==> config.mk <==
export PLATFORM = sky130hd
export DESIGN_NAME = term_tx_arbiter
export DESIGN_NICKNAME = d
export VERILOG_FILES = /design/src/rtl/term_tx_arbiter.sv
export SDC_FILE = /design/constraint.sdc
export NUM_CORES = 1
export LEC_CHECK = 0
export BUFFER_PORTS_ARGS = -buffer_cell sky130_fd_sc_hd__buf_2
export CAP_MARGIN = 20
export CORE_MARGIN = 1
export CORE_UTILIZATION = 45
export CTS_CLUSTER_DIAMETER = 100
export CTS_CLUSTER_SIZE = 10
export DETAILED_ROUTE_END_ITERATION = 16
export MAX_ROUTING_LAYER = met4
export PLACE_DENSITY = 0.68
export SYNTH_ARGS = -nofsm -noshare
export SYNTH_HDL_FRONTEND = slang
export SYNTH_SLANG_ARGS = --single-unit
==> constraint.sdc <==
create_clock -name clk -period 2.55 [get_ports clk]
set_input_delay 0.3825 -clock clk [delete_from_list [all_inputs] [get_ports clk]]
set_output_delay 0.3825 -clock clk [all_outputs]
set_load 0.05 [all_outputs]
==> src/rtl/term_tx_arbiter.sv <==
// term_tx_arbiter
// Round-robin arbiter that shares one UART transmitter between several byte
// producers (screen refresh, cursor echo, status messages). A granted
// requester keeps the transmitter until the byte flagged "last" has been
// sent, so packets never interleave. The block owns the tx_start/tx_busy
// handshake and reports stalled requesters and a transmitter that never
// acknowledges a start pulse.
module term_tx_arbiter #(
    parameter int N_REQ         = 3,
    parameter int ACK_TIMEOUT   = 16,
    parameter int STALL_TIMEOUT = 4096
) (
    input  logic                 clk,
    input  logic                 rst,
    input  logic [N_REQ-1:0]     req_valid_i,
    input  logic [8*N_REQ-1:0]   req_data_i,
    input  logic [N_REQ-1:0]     req_last_i,
    output logic [N_REQ-1:0]     req_ready_o,
    output logic [N_REQ-1:0]     grant_o,
    output logic [7:0]           tx_data_o,
    output logic                 tx_start_o,
    input  logic                 tx_busy_i,
    output logic                 err_stall_o,
    output logic                 err_ack_o
);

    localparam int IDX_W   = (N_REQ > 1) ? $clog2(N_REQ) : 1;
    localparam int ACK_W   = $clog2(ACK_TIMEOUT) + 1;
    localparam int STALL_W = $clog2(STALL_TIMEOUT) + 1;

    localparam logic [IDX_W-1:0]   IDX_MAX    = IDX_W'(N_REQ - 1);
    localparam logic [ACK_W-1:0]   ACK_LAST   = ACK_W'(ACK_TIMEOUT - 1);
    localparam logic [STALL_W-1:0] STALL_LAST = STALL_W'(STALL_TIMEOUT - 1);

    typedef enum logic [1:0] {
        IDLE = 2'd0,
        SEND = 2'd1,
        ACK  = 2'd2,
        DONE = 2'd3
    } state_t;

    state_t               state_q, state_d;
    logic [N_REQ-1:0]     grant_q, grant_d;
    logic [IDX_W-1:0]     gidx_q, gidx_d;
    logic [IDX_W-1:0]     rr_ptr_q, rr_ptr_d;
    logic [7:0]           tx_data_q, tx_data_d;
    logic                 tx_start_q, tx_start_d;
    logic [N_REQ-1:0]     req_ready_q, req_ready_d;
    logic                 err_stall_q, err_stall_d;
    logic                 err_ack_q, err_ack_d;
    logic                 last_q, last_d;
    logic [STALL_W-1:0]   stall_cnt_q, stall_cnt_d;
    logic [ACK_W-1:0]     ack_cnt_q, ack_cnt_d;

    logic                 pick_found;
    logic [IDX_W-1:0]     pick_idx;
    logic [N_REQ-1:0]     pick_onehot;
    int                   cand_int;
    logic [IDX_W-1:0]     cand_idx;

    logic                 sel_valid;
    logic                 sel_last;
    logic [7:0]           sel_data;
    logic [IDX_W-1:0]     next_ptr;

    // Pick the first requesting index at or after the round-robin pointer, wrapping modulo N_REQ
    always_comb begin
        pick_found  = 1'b0;
        pick_idx    = '0;
        pick_onehot = '0;
        cand_int    = 0;
        cand_idx    = '0;
        for (int k = 0; k < N_REQ; k++) begin
            cand_int = int'(rr_ptr_q) + k;
            if (cand_int >= N_REQ) begin
                cand_int = cand_int - N_REQ;
            end
            cand_idx = IDX_W'(cand_int);
            if (!pick_found && req_valid_i[cand_idx]) begin
                pick_found = 1'b1;
                pick_idx   = cand_idx;
            end
        end
        for (int i = 0; i < N_REQ; i++) begin
            pick_onehot[i] = (pick_idx == IDX_W'(i));
        end
    end

    // Route the current owner's byte stream and compute the pointer that follows it
    always_comb begin
        sel_valid = 1'b0;
        sel_last  = 1'b0;
        sel_data  = 8'h00;
        for (int i = 0; i < N_REQ; i++) begin
            if (gidx_q == IDX_W'(i)) begin
                sel_valid = req_valid_i[i];
                sel_last  = req_last_i[i];
                sel_data  = req_data_i[8*i +: 8];
            end
        end
        next_ptr = (gidx_q == IDX_MAX) ? '0 : gidx_q + 1'b1;
    end

    // Next-state and output logic of the arbitration / transmit handshake FSM
    always_comb begin
        state_d     = state_q;
        grant_d     = grant_q;
        gidx_d      = gidx_q;
        rr_ptr_d    = rr_ptr_q;
        tx_data_d   = tx_data_q;
        tx_start_d  = 1'b0;
        req_ready_d = '0;
        err_stall_d = 1'b0;
        err_ack_d   = 1'b0;
        last_d      = last_q;
        stall_cnt_d = stall_cnt_q;
        ack_cnt_d   = ack_cnt_q;

        unique case (state_q)
            IDLE: begin
                stall_cnt_d = '0;
                ack_cnt_d   = '0;
                if (pick_found) begin
                    grant_d = pick_onehot;
                    gidx_d  = pick_idx;
                    state_d = SEND;
                end
            end

            SEND: begin
                if (!tx_busy_i) begin
                    if (sel_valid) begin
                        tx_data_d   = sel_data;
                        tx_start_d  = 1'b1;
                        req_ready_d = grant_q;
                        last_d      = sel_last;
                        stall_cnt_d = '0;
                        ack_cnt_d   = '0;
                        state_d     = ACK;
                    end else if (stall_cnt_q >= STALL_LAST) begin
                        err_stall_d = 1'b1;
                        grant_d     = '0;
                        rr_ptr_d    = next_ptr;
                        stall_cnt_d = '0;
                        state_d     = IDLE;
                    end else begin
                        stall_cnt_d = stall_cnt_q + 1'b1;
                    end
                end
            end

            ACK: begin
                if (tx_busy_i) begin
                    state_d = DONE;
                end else if (ack_cnt_q >= ACK_LAST) begin
                    err_ack_d = 1'b1;
                    state_d   = DONE;
                end else begin
                    ack_cnt_d = ack_cnt_q + 1'b1;
                end
            end

            DONE: begin
                stall_cnt_d = '0;
                if (!tx_busy_i) begin
                    if (last_q) begin
                        grant_d  = '0;
                        rr_ptr_d = next_ptr;
                        state_d  = IDLE;
                    end else begin
                        state_d = SEND;
                    end
                end
            end

            default: begin
                state_d = IDLE;
                grant_d = '0;
            end
        endcase
    end

    // State and output registers; reset abandons any in-flight byte
    always_ff @(posedge clk) begin
        if (rst) begin
            state_q     <= IDLE;
            grant_q     <= '0;
            gidx_q      <= '0;
            rr_ptr_q    <= '0;
            tx_data_q   <= 8'h00;
            tx_start_q  <= 1'b0;
            req_ready_q <= '0;
            err_stall_q <= 1'b0;
            err_ack_q   <= 1'b0;
            last_q      <= 1'b0;
            stall_cnt_q <= '0;
            ack_cnt_q   <= '0;
        end else begin
            state_q     <= state_d;
            grant_q     <= grant_d;
            gidx_q      <= gidx_d;
            rr_ptr_q    <= rr_ptr_d;
            tx_data_q   <= tx_data_d;
            tx_start_q  <= tx_start_d;
            req_ready_q <= req_ready_d;
            err_stall_q <= err_stall_d;
            err_ack_q   <= err_ack_d;
            last_q      <= last_d;
            stall_cnt_q <= stall_cnt_d;
            ack_cnt_q   <= ack_cnt_d;
        end
    end

    assign req_ready_o = req_ready_q;
    assign grant_o     = grant_q;
    assign tx_data_o   = tx_data_q;
    assign tx_start_o  = tx_start_q;
    assign err_stall_o = err_stall_q;
    assign err_ack_o   = err_ack_q;

endmodule

==> flow_summary.html, run 1 <==
<table>
<tr><th>Metric</th><th>Value</th></tr>
<tr><th colspan="2">Clock network</th></tr>
<tr><td>Post-CTS sizing</td><td>0</td></tr>
<tr><td>Clock root buffer master</td><td>sky130_fd_sc_hd__clkbuf_8</td></tr>
<tr><td>CTS tree</td><td>yes</td></tr>
<tr><td>Number of buffers inserted for hold repair after clock tree synthesis</td><td>0</td></tr>
<tr><td>Max Buffers Root-to-Sink</td><td>2</td></tr>
<tr><td>Post CTS Setup Buffer Count</td><td>0</td></tr>
<tr><td>Latest clock arrival within the worst-skew pair</td><td>around 0.3 ns</td></tr>
<tr><td>Count of H-tree levels built during CTS</td><td>2</td></tr>
<tr><td>Register clock-pin slew on the reported worst setup and hold paths</td><td>0.08 ns</td></tr>
<tr><td>Clock Sinks</td><td>42</td></tr>
<tr><td>Total CTS buffers</td><td>5</td></tr>
<tr><th colspan="2">Floorplanning</th></tr>
<tr><td>Total I/O pin count</td><td>50</td></tr>
<tr><td>Total number of placement rows</td><td>25</td></tr>
<tr><td>Die X-Extent</td><td>around 74 µm</td></tr>
<tr><td>Area of the die</td><td>about 0.0055 mm²</td></tr>
<tr><td>Die Span Y</td><td>74.42 µm</td></tr>
<tr><td>Starting density of the core</td><td>slightly below 50%</td></tr>
<tr><td>Floorplan core area</td><td>just under 0.005 mm²</td></tr>
<tr><th colspan="2">Global route</th></tr>
<tr><td>Total congestion overflow</td><td>0</td></tr>
<tr><td>Maximum number of pins on one net before global-route repair</td><td>30</td></tr>
<tr><td>Vias in the first global route</td><td>1884</td></tr>
<tr><td>Global-route wire length before repair</td><td>8031 µm</td></tr>
<tr><td>Number of antenna violations at the first check in global routing</td><td>0</td></tr>
<tr><td>Total routing resource utilization after global routing</td><td>19.39%</td></tr>
<tr><th colspan="2">Critical path</th></tr>
<tr><td>Top fanout value on the critical path</td><td>5</td></tr>
<tr><td>Type of element launching the critical path</td><td>flip-flop</td></tr>
<tr><td>Length in cells of the worst reg-to-reg path</td><td>8</td></tr>
<tr><td>Class of the most critical setup path</td><td>reg -&gt; reg</td></tr>
<tr><td>Beginning of the worst register-to-register path</td><td>rr_ptr_q[0]</td></tr>
<tr><td>Critical path required time</td><td>2.78 ns</td></tr>
<tr><td>Critical Path Source</td><td>rr_ptr_q[0]</td></tr>
<tr><td>Critical path data arrival time</td><td>2.53 ns</td></tr>
<tr><td>Crit. End Element</td><td>flip-flop</td></tr>
<tr><td>Worst reg2reg setup slack</td><td>approximately 0.25 ns</td></tr>
<tr><th colspan="2">Synth</th></tr>
<tr><td>Ys Warns</td><td>0</td></tr>
<tr><td>Total nets after synthesis</td><td>322</td></tr>
<tr><td>Share of synthesized area occupied by flip-flops and latches</td><td>35.63%</td></tr>
<tr><td>Post-synth EDFFs</td><td>0</td></tr>
<tr><td>Register bit count reported by yosys</td><td>42</td></tr>
<tr><td>Post-synthesis area per instance</td><td>between 8 and 9 µm²</td></tr>
<tr><td>Post-synth top area cell</td><td>sky130_fd_sc_hd__dfxtp_1</td></tr>
<tr><td>FFs w/ async S/R, synth</td><td>0%</td></tr>
<tr><td>Number of distinct library cells after synthesis</td><td>51</td></tr>
<tr><td>Synthesized netlist cell count</td><td>277</td></tr>
<tr><td>Synthesized cell area</td><td>0.002360 mm²</td></tr>
<tr><td>Most used flip-flop cell after synthesis</td><td>sky130_fd_sc_hd__dfxtp_1</td></tr>
<tr><td>Largest cells by area after synthesis</td><td>sky130_fd_sc_hd__dfxtp_1 36%, sky130_fd_sc_hd__mux2i_1 7.2%, sky130_fd_sc_hd__ha_1 6.4%</td></tr>
<tr><td>Share of the synthesized area in the top cell type</td><td>35.63%</td></tr>
<tr><th colspan="2">Pwr</th></tr>
<tr><td>Power per Cell Area</td><td>714.9 mW/mm²</td></tr>
<tr><td>Leak</td><td>approximately 1.2 nW</td></tr>
<tr><td>Peak supply drop</td><td>roughly 300 µV</td></tr>
<tr><th colspan="2">Hold path</th></tr>
<tr><td>Worst Hold Path Cells</td><td>2</td></tr>
<tr><td>Critical hold path startpoint</td><td>tx_busy_i</td></tr>
<tr><td>Type of the tightest min-delay check</td><td>in -&gt; reg</td></tr>
<tr><th colspan="2">STA</th></tr>
<tr><td>Final worst setup slack</td><td>about 0.25 ns</td></tr>
<tr><td>Setup repair after global routing missed its margin</td><td>false</td></tr>
<tr><td>Max-slew violation count</td><td>0</td></tr>
<tr><td>Fmax</td><td>0.4356 GHz</td></tr>
<tr><td>Final worst path period need</td><td>~2.3 ns</td></tr>
<tr><td>Headroom to the max-slew limit</td><td>63.98%</td></tr>
<tr><td>Worst Skew</td><td>0.005729 ns</td></tr>
<tr><td>Summed negative setup slack over all endpoints</td><td>0 ns</td></tr>
<tr><td>Hold violation total from the final report</td><td>0</td></tr>
<tr><td>Slew at the pin closest to its max-slew limit</td><td>around 0.54 ns</td></tr>
<tr><td>Number of setup violations in the final report</td><td>0</td></tr>
<tr><td>Period Utilization, post-route</td><td>90.03%</td></tr>
<tr><th colspan="2">Routing</th></tr>
<tr><td>DRT antenna net count</td><td>0</td></tr>
<tr><td>Final wirelength</td><td>~4700 µm</td></tr>
<tr><td>M1 WL</td><td>2308 µm</td></tr>
<tr><td>Count of vias placed by the detailed router</td><td>approximately 2000</td></tr>
<tr><td>Number of detailed-route iterations in the first pass</td><td>4</td></tr>
<tr><td>Via density</td><td>5.221</td></tr>
<tr><td>DRC violations left</td><td>0</td></tr>
<tr><td>Detail Route met3 WL</td><td>about 190 µm</td></tr>
<tr><td>Routed met2 length</td><td>2071 µm</td></tr>
<tr><td>Iteration-0 DRC count of the detailed router</td><td>51</td></tr>
<tr><td>Detail-routed net length per standard cell</td><td>11.87 µm</td></tr>
<tr><td>Top metal layer carrying routed signals</td><td>met4</td></tr>
<tr><th colspan="2">Cells and area</th></tr>
<tr><td>Area of combinational cells with multiple inputs</td><td>0.001420 mm²</td></tr>
<tr><td>Storage element area</td><td>about 840 µm²</td></tr>
<tr><td>Ratio of cells with drive above 1 in the final layout</td><td>22.39%</td></tr>
<tr><td>Number of nets in the layout</td><td>370</td></tr>
<tr><td>Area growth from synthesis to layout</td><td>17.13%</td></tr>
<tr><td>Core Util, Final</td><td>56.64%</td></tr>
<tr><td>Number of antenna diodes</td><td>0</td></tr>
<tr><td>Number of standard cells in the layout, taps in and fillers out</td><td>about 390</td></tr>
<tr><td>Count of fill cells added during filler insertion</td><td>485</td></tr>
<tr><th colspan="2">Status</th></tr>
<tr><td>Run status</td><td>finished clean</td></tr>
<tr><th colspan="2">Run</th></tr>
<tr><td># Max-Cap Violations</td><td>0</td></tr>
<tr><th colspan="2">Placed design</th></tr>
<tr><td>Placed wire-length estimate</td><td>3516 µm</td></tr>
<tr><td>Worst slack at placement</td><td>0.2669 ns</td></tr>
<tr><td>Placed Cells</td><td>approximately 390</td></tr>
<tr><td>Count of input and output buffers</td><td>49</td></tr>
<tr><td>GP Congestion</td><td>about 0.83</td></tr>
</table>
power by group:
part           leakage [nW]  internal, W  switching [W]  total [W]
Combinational         0.783     0.000290       0.000465   0.000755
Clock                0.0472     0.000218       0.000233   0.000450
Sequential            0.340     0.000715      0.0000553   0.000771
Total                  1.17      0.00122       0.000753    0.00198
registers in the layout (all words and copies together) (netlist names), named ones only:
| name | flops |
|---|---|
| err_ack_o | 1 |
| stall_cnt_q | 13 |
| req_ready_o | 3 |
| tx_data_o | 8 |
| state_q | 1 |
| last_q | 1 |
| ack_cnt_q | 5 |
| rr_ptr_q | 2 |
| gidx_q | 2 |
| grant_o | 3 |
| err_stall_o | 1 |
| tx_start_o | 1 |
cell usage after synthesis (2+ instances only):
cell / number
sky130_fd_sc_hd__dfxtp_1: 42
sky130_fd_sc_hd__nor2_1: 39
sky130_fd_sc_hd__a21oi_1: 23
sky130_fd_sc_hd__mux2i_1: 17
sky130_fd_sc_hd__nand2_1: 16
sky130_fd_sc_hd__inv_1: 13
sky130_fd_sc_hd__ha_1: 12
sky130_fd_sc_hd__a211oi_1: 11
sky130_fd_sc_hd__and3_1: 7
sky130_fd_sc_hd__clkbuf_1: 7
sky130_fd_sc_hd__nand2b_1: 7
sky130_fd_sc_hd__nand3_1: 5
sky130_fd_sc_hd__nand4_1: 5
sky130_fd_sc_hd__nor2b_1: 5
sky130_fd_sc_hd__nor3_1: 5
sky130_fd_sc_hd__xor2_1: 5
sky130_fd_sc_hd__and2_1: 4
sky130_fd_sc_hd__buf_2: 4
sky130_fd_sc_hd__o21ai_1: 4
sky130_fd_sc_hd__xnor2_1: 4
sky130_fd_sc_hd__a211o_1: 3
sky130_fd_sc_hd__a311oi_1: 3
sky130_fd_sc_hd__a31oi_1: 3
sky130_fd_sc_hd__nor3b_1: 3
sky130_fd_sc_hd__a21o_1: 2
sky130_fd_sc_hd__or2_2: 2
sky130_fd_sc_hd__or3_1: 2
critical path: stages, from the launching register on:
cell,delay (ns)
sky130_fd_sc_hd__dfxtp_1,0.39
sky130_fd_sc_hd__inv_1,0.08
sky130_fd_sc_hd__ha_1,0.26
sky130_fd_sc_hd__nand2b_1,0.18
sky130_fd_sc_hd__and3_1,0.21
sky130_fd_sc_hd__o41ai_2,0.33
sky130_fd_sc_hd__o31ai_1,0.16
sky130_fd_sc_hd__or4_1,0.51
sky130_fd_sc_hd__a21oi_1,0.12
cell families after synthesis:
group                    Yosys count  synth area share, %
AO/OA/AOI/OAI                     61                18.08
XOR/XNOR                           9                3.340
adder cells (fa/ha/maj)           12                6.363
buffers and inverters             25                4.189
flip-flops                        42                35.63
multiplexers                      18                7.688
AND/OR/NAND/NOR                  110                24.71
metal layers:
layer | global-route usage [%] | up-vias
met4 | 8.176 | 0
li1 | - | 1081
met1 | 23.29 | 909
met2 | 30.93 | 54
met3 | 4.607 | 8
met5 | - | -
layout make-up:
type | count | area share (%)
multi-input combinational | 210 | 51.38
sequential | 42 | 30.42
timing repair buffer | 53 | 9.959
tap | 67 | 3.033
clock buffer | 6 | 2.988
inverter | 13 | 1.766
clock inverter | 2 | 0.4527
through the flow:
stage | power (W) | cell area, µm² | hold slack (ns)
5_1_grt | 0.002108 | 2764 | 0.3986
6_report | 0.001976 | 2764 | 0.3948
4_1_cts | 0.001990 | 2764 | 0.3957
2_1_floorplan | 0.001363 | 2360 | 0.4343
3_3_place_gp | 0.001529 | 2669 | 0.4564
3_5_place_dp | 0.001541 | 2669 | 0.4552
final timing paths:
path / end
min reg2reg: ack_cnt_q[3]
min: err_ack_o
max reg2reg: grant_o[1]
max: grant_o[1]
cells in the final DEF, fill, tap and decap left out, types with 4 or more instances in the layout:
cell                        n
sky130_fd_sc_hd__a211oi_1  11
sky130_fd_sc_hd__a21oi_1   23
sky130_fd_sc_hd__and2_1     4
sky130_fd_sc_hd__and3_1     7
sky130_fd_sc_hd__buf_2     49
sky130_fd_sc_hd__buf_4      4
sky130_fd_sc_hd__clkbuf_8   6
sky130_fd_sc_hd__dfxtp_1   42
sky130_fd_sc_hd__ha_1      12
sky130_fd_sc_hd__inv_1     13
sky130_fd_sc_hd__mux2i_1   17
sky130_fd_sc_hd__nand2_1   16
sky130_fd_sc_hd__nand2b_1   7
sky130_fd_sc_hd__nand3_1    5
sky130_fd_sc_hd__nand4_1    5
sky130_fd_sc_hd__nor2_1    39
sky130_fd_sc_hd__nor2b_1    5
sky130_fd_sc_hd__nor3_1     5
sky130_fd_sc_hd__o21ai_1    4
sky130_fd_sc_hd__xnor2_1    4
sky130_fd_sc_hd__xor2_1     5
Power figures use the tool's default switching activity.
==> run 2, diff against run 1 <==
--- a/config.mk
+++ b/config.mk
@@ -8,12 +8,12 @@
 export BUFFER_PORTS_ARGS = -buffer_cell sky130_fd_sc_hd__buf_2
 export CAP_MARGIN = 20
 export CORE_MARGIN = 1
-export CORE_UTILIZATION = 45
+export CORE_UTILIZATION = 30
 export CTS_CLUSTER_DIAMETER = 100
 export CTS_CLUSTER_SIZE = 10
 export DETAILED_ROUTE_END_ITERATION = 16
 export MAX_ROUTING_LAYER = met4
-export PLACE_DENSITY = 0.68
+export PLACE_DENSITY = 0.59
 export SYNTH_ARGS = -nofsm -noshare
 export SYNTH_HDL_FRONTEND = slang
 export SYNTH_SLANG_ARGS = --single-unit
==> flow_summary.html, run 2 (synthesized netlist as in run 1, its figures left out) <==
<table>
<tr><th>Metric</th><th>Value</th></tr>
<tr><th colspan="2">Pwr</th></tr>
<tr><td>Net switching power</td><td>0.0007693 W</td></tr>
<tr><td>Fraction of power consumed by the clock network</td><td>29.5%</td></tr>
<tr><td>Internal cell power</td><td>around 0.0014 W</td></tr>
<tr><td>Comb pwr share</td><td>about a third</td></tr>
<tr><td>Power per Cell Area</td><td>759.8 mW/mm²</td></tr>
<tr><td>Leak</td><td>about 1.2 nW</td></tr>
<tr><td>Net switching share of the total power</td><td>35.47%</td></tr>
<tr><td>Proportion of power drawn by flip-flops and latches</td><td>between 30% and 40%</td></tr>
<tr><td>Peak supply drop</td><td>269.6 µV</td></tr>
<tr><th colspan="2">Clock network</th></tr>
<tr><td>Clock Sinks</td><td>42</td></tr>
<tr><td>Register clock-pin slew on the reported worst setup and hold paths</td><td>0.09 ns</td></tr>
<tr><td>CTS tree</td><td>yes</td></tr>
<tr><td>Number of buffers inserted for hold repair after clock tree synthesis</td><td>0</td></tr>
<tr><td>Total CTS buffers</td><td>5</td></tr>
<tr><td>Post-CTS sizing</td><td>0</td></tr>
<tr><td>Max Buffers Root-to-Sink</td><td>2</td></tr>
<tr><td>Clock root buffer master</td><td>sky130_fd_sc_hd__clkbuf_8</td></tr>
<tr><td>Post CTS Setup Buffer Count</td><td>0</td></tr>
<tr><td>Latest clock arrival within the worst-skew pair</td><td>0.30 ns</td></tr>
<tr><td>Count of H-tree levels built during CTS</td><td>2</td></tr>
<tr><th colspan="2">STA</th></tr>
<tr><td>Slew at the pin closest to its max-slew limit</td><td>0.5554 ns</td></tr>
<tr><td>Number of setup violations in the final report</td><td>0</td></tr>
<tr><td>Hold violation total from the final report</td><td>0</td></tr>
<tr><td>Worst Skew</td><td>0.006682 ns</td></tr>
<tr><td>Headroom to the max-slew limit</td><td>62.97%</td></tr>
<tr><td>Fmax</td><td>around 0.43 GHz</td></tr>
<tr><td>Summed negative setup slack over all endpoints</td><td>0 ns</td></tr>
<tr><td>Final worst setup slack</td><td>0.2117 ns</td></tr>
<tr><td>Final worst path period need</td><td>2.338 ns</td></tr>
<tr><td>Max-slew violation count</td><td>0</td></tr>
<tr><td>Period Utilization, post-route</td><td>91.70%</td></tr>
<tr><td>Setup repair after global routing missed its margin</td><td>false</td></tr>
<tr><th colspan="2">Cells and area</th></tr>
<tr><td>Commonest non-fill, non-tap cells in the layout</td><td>49 x sky130_fd_sc_hd__buf_2, 42 x sky130_fd_sc_hd__dfxtp_1, 39 x sky130_fd_sc_hd__nor2_1</td></tr>
<tr><td>Count of fill cells added during filler insertion</td><td>759</td></tr>
<tr><td>Number of antenna diodes</td><td>0</td></tr>
<tr><td>Largest register by flop count</td><td>stall_cnt_q</td></tr>
<tr><td>Final instance area</td><td>0.002854 mm²</td></tr>
<tr><td>Max reg flops</td><td>13</td></tr>
<tr><td>Most common library cell in the layout ignoring fill and taps</td><td>sky130_fd_sc_hd__buf_2</td></tr>
<tr><td>Ratio of cells with drive above 1 in the final layout</td><td>22.63%</td></tr>
<tr><td>Area growth from synthesis to layout</td><td>20.94%</td></tr>
<tr><td>Core Util, Final</td><td>38.52%</td></tr>
<tr><td>Number of nets in the layout</td><td>371</td></tr>
<tr><th colspan="2">Critical path</th></tr>
<tr><td>Class of the most critical setup path</td><td>reg -&gt; reg</td></tr>
<tr><td>End point of the critical path</td><td>grant_o[0]</td></tr>
<tr><td>Slowest cell delay on critical path</td><td>0.48 ns</td></tr>
<tr><td>Top fanout value on the critical path</td><td>6</td></tr>
<tr><td>Length in cells of the worst reg-to-reg path</td><td>8</td></tr>
<tr><td>Slowest cell on crit path</td><td>sky130_fd_sc_hd__or4b_1</td></tr>
<tr><td>Critical path data arrival time</td><td>2.57 ns</td></tr>
<tr><td>Reg2reg end</td><td>grant_o[0]</td></tr>
<tr><td>Type of element launching the critical path</td><td>flip-flop</td></tr>
<tr><td>Crit. End Element</td><td>flip-flop</td></tr>
<tr><td>Critical path required time</td><td>2.78 ns</td></tr>
<tr><td>Worst reg2reg setup slack</td><td>roughly 0.21 ns</td></tr>
<tr><td>Logic depth of the worst setup path including buffers</td><td>8</td></tr>
<tr><td>Buffers and inverters on the worst path</td><td>1</td></tr>
<tr><td>Beginning of the worst register-to-register path</td><td>rr_ptr_q[1]</td></tr>
<tr><td>Cell type group with the largest total delay on the critical path</td><td>simple AND/OR/NAND/NOR gates</td></tr>
<tr><td>Critical Path Source</td><td>rr_ptr_q[1]</td></tr>
<tr><td>Chain of cells forming the critical path</td><td>inv_1 &gt; ha_1 &gt; mux2i_1 &gt; nor3b_1 &gt; a31oi_1 &gt; o31ai_1 &gt; or4b_1 &gt; a21oi_1</td></tr>
<tr><th colspan="2">Floorplanning</th></tr>
<tr><td>Floorplan core area</td><td>0.007408 mm²</td></tr>
<tr><td>Total number of placement rows</td><td>31</td></tr>
<tr><td>Starting density of the core</td><td>31.85%</td></tr>
<tr><td>Die Span Y</td><td>a little over 90 µm</td></tr>
<tr><td>Die X-Extent</td><td>90.69 µm</td></tr>
<tr><td>Area of the die</td><td>around 0.0082 mm²</td></tr>
<tr><td>Total I/O pin count</td><td>50</td></tr>
<tr><th colspan="2">Routing</th></tr>
<tr><td>Final wirelength</td><td>4911 µm</td></tr>
<tr><td>Iteration-0 DRC count of the detailed router</td><td>65</td></tr>
<tr><td>Via density</td><td>4.850</td></tr>
<tr><td>Detail-routed net length per standard cell</td><td>11.53 µm</td></tr>
<tr><td>DRT antenna net count</td><td>0</td></tr>
<tr><td>Number of detailed-route iterations in the first pass</td><td>4</td></tr>
<tr><td>DRC violations left</td><td>0</td></tr>
<tr><td>Count of vias placed by the detailed router</td><td>2066</td></tr>
<tr><th colspan="2">Placed design</th></tr>
<tr><td>Placed wire-length estimate</td><td>3771 µm</td></tr>
<tr><td>GP Congestion</td><td>slightly below 0.9</td></tr>
<tr><td>Post-detailed-placement cell area</td><td>roughly 0.0027 mm²</td></tr>
<tr><td>Worst slack at placement</td><td>between 0.2 and 0.3 ns</td></tr>
<tr><td>Count of input and output buffers</td><td>49</td></tr>
<tr><th colspan="2">Global route</th></tr>
<tr><td>Vias in the first global route</td><td>1953</td></tr>
<tr><td>Maximum number of pins on one net before global-route repair</td><td>30</td></tr>
<tr><td>Total routing resource utilization after global routing</td><td>13.37%</td></tr>
<tr><td>Global-route wire length before repair</td><td>8866 µm</td></tr>
<tr><td>Total congestion overflow</td><td>0</td></tr>
<tr><td>Number of antenna violations at the first check in global routing</td><td>0</td></tr>
<tr><th colspan="2">Run</th></tr>
<tr><td># Max-Cap Violations</td><td>0</td></tr>
<tr><th colspan="2">Status</th></tr>
<tr><td>Run status</td><td>finished clean</td></tr>
<tr><th colspan="2">Hold path</th></tr>
<tr><td>Type of the tightest min-delay check</td><td>in -&gt; reg</td></tr>
</table>
==> run 2: cell types whose count changed in the layout (fill, tap and decap cells not counted) <==
cell,before,now
sky130_fd_sc_hd__clkinv_2,1,0
sky130_fd_sc_hd__clkinvlp_4,1,0
sky130_fd_sc_hd__bufinv_16,0,2
sky130_fd_sc_hd__clkinv_4,0,1
sky130_fd_sc_hd__clkbuf_8,6,5
sky130_fd_sc_hd__buf_4,4,5
==> run 2: worst min-delay path by stage <==
stage / from / to / depth (start not counted)
floorplan: ack_cnt_q[3] / ack_cnt_q[3] / 2
global placement: ack_cnt_q[3] / ack_cnt_q[3] / 2
detailed placement: grant_o[0] / req_ready_o[0] / 1
CTS: tx_busy_i / err_ack_o / 2
global route: tx_busy_i / err_ack_o / 2
finish: tx_busy_i / err_ack_o / 2
==> run 2: layer usage <==
layer | share of wire, % | vias up | GRT usage, % | routed length (µm)
met1 | 49 | 928 | 16.94 | 2385
met3 | 4.1 | 4 | 2.778 | 200
met5 | 0 | - | - | 0
met2 | 46 | 51 | 20.77 | 2265
met4 | 1.2 | 0 | 5.108 | 59
li1 | - | 1083 | - | -
==> run 2: power by group through the flow <==
stage	Sequential [W]	Combinational [W]	Clock, W
after floorplan	0.000891	0.000473	0
after global placement	0.000782	0.000761	0
after detailed placement	0.000783	0.000763	0
after CTS	0.000769	0.000765	0.000664
after global routing	0.000779	0.000850	0.000687
final	0.000768	0.000761	0.000639
==> run 2: per-stage QoR <==
step / total power [W] / std cells / hold WS [ns]
CTS: 0.002198 / 426 / 0.3817
floorplan: 0.001363 / 277 / 0.4343
finish: 0.002169 / 426 / 0.3980
global placement: 0.001543 / 418 / 0.4520
global route: 0.002316 / 426 / 0.4076
detailed placement: 0.001547 / 418 / 0.4740
==> run 2: area by class of cell <==
| class | count | area [µm²] | area share (%) |
|---|---|---|---|
| repair buffers | 54 | 282.8 | 9.908 |
| flip-flops and latches | 42 | 840.8 | 29.46 |
| inverters | 13 | 48.80 | 1.710 |
| clock inverters | 3 | 68.82 | 2.411 |
| multi-input cells | 210 | 1420 | 49.76 |
| clock buffers | 5 | 68.82 | 2.411 |
| well taps | 99 | 123.9 | 4.340 |
==> run 2: worst reg2reg max path, cell delays in order (launching register included) <==
cell and delay [ns]:
sky130_fd_sc_hd__dfxtp_1 0.34, sky130_fd_sc_hd__inv_1 0.08, sky130_fd_sc_hd__ha_1 0.26, sky130_fd_sc_hd__mux2i_1 0.25
sky130_fd_sc_hd__nor3b_1 0.34, sky130_fd_sc_hd__a31oi_1 0.07, sky130_fd_sc_hd__o31ai_1 0.32, sky130_fd_sc_hd__or4b_1 0.48
sky130_fd_sc_hd__a21oi_1 0.12
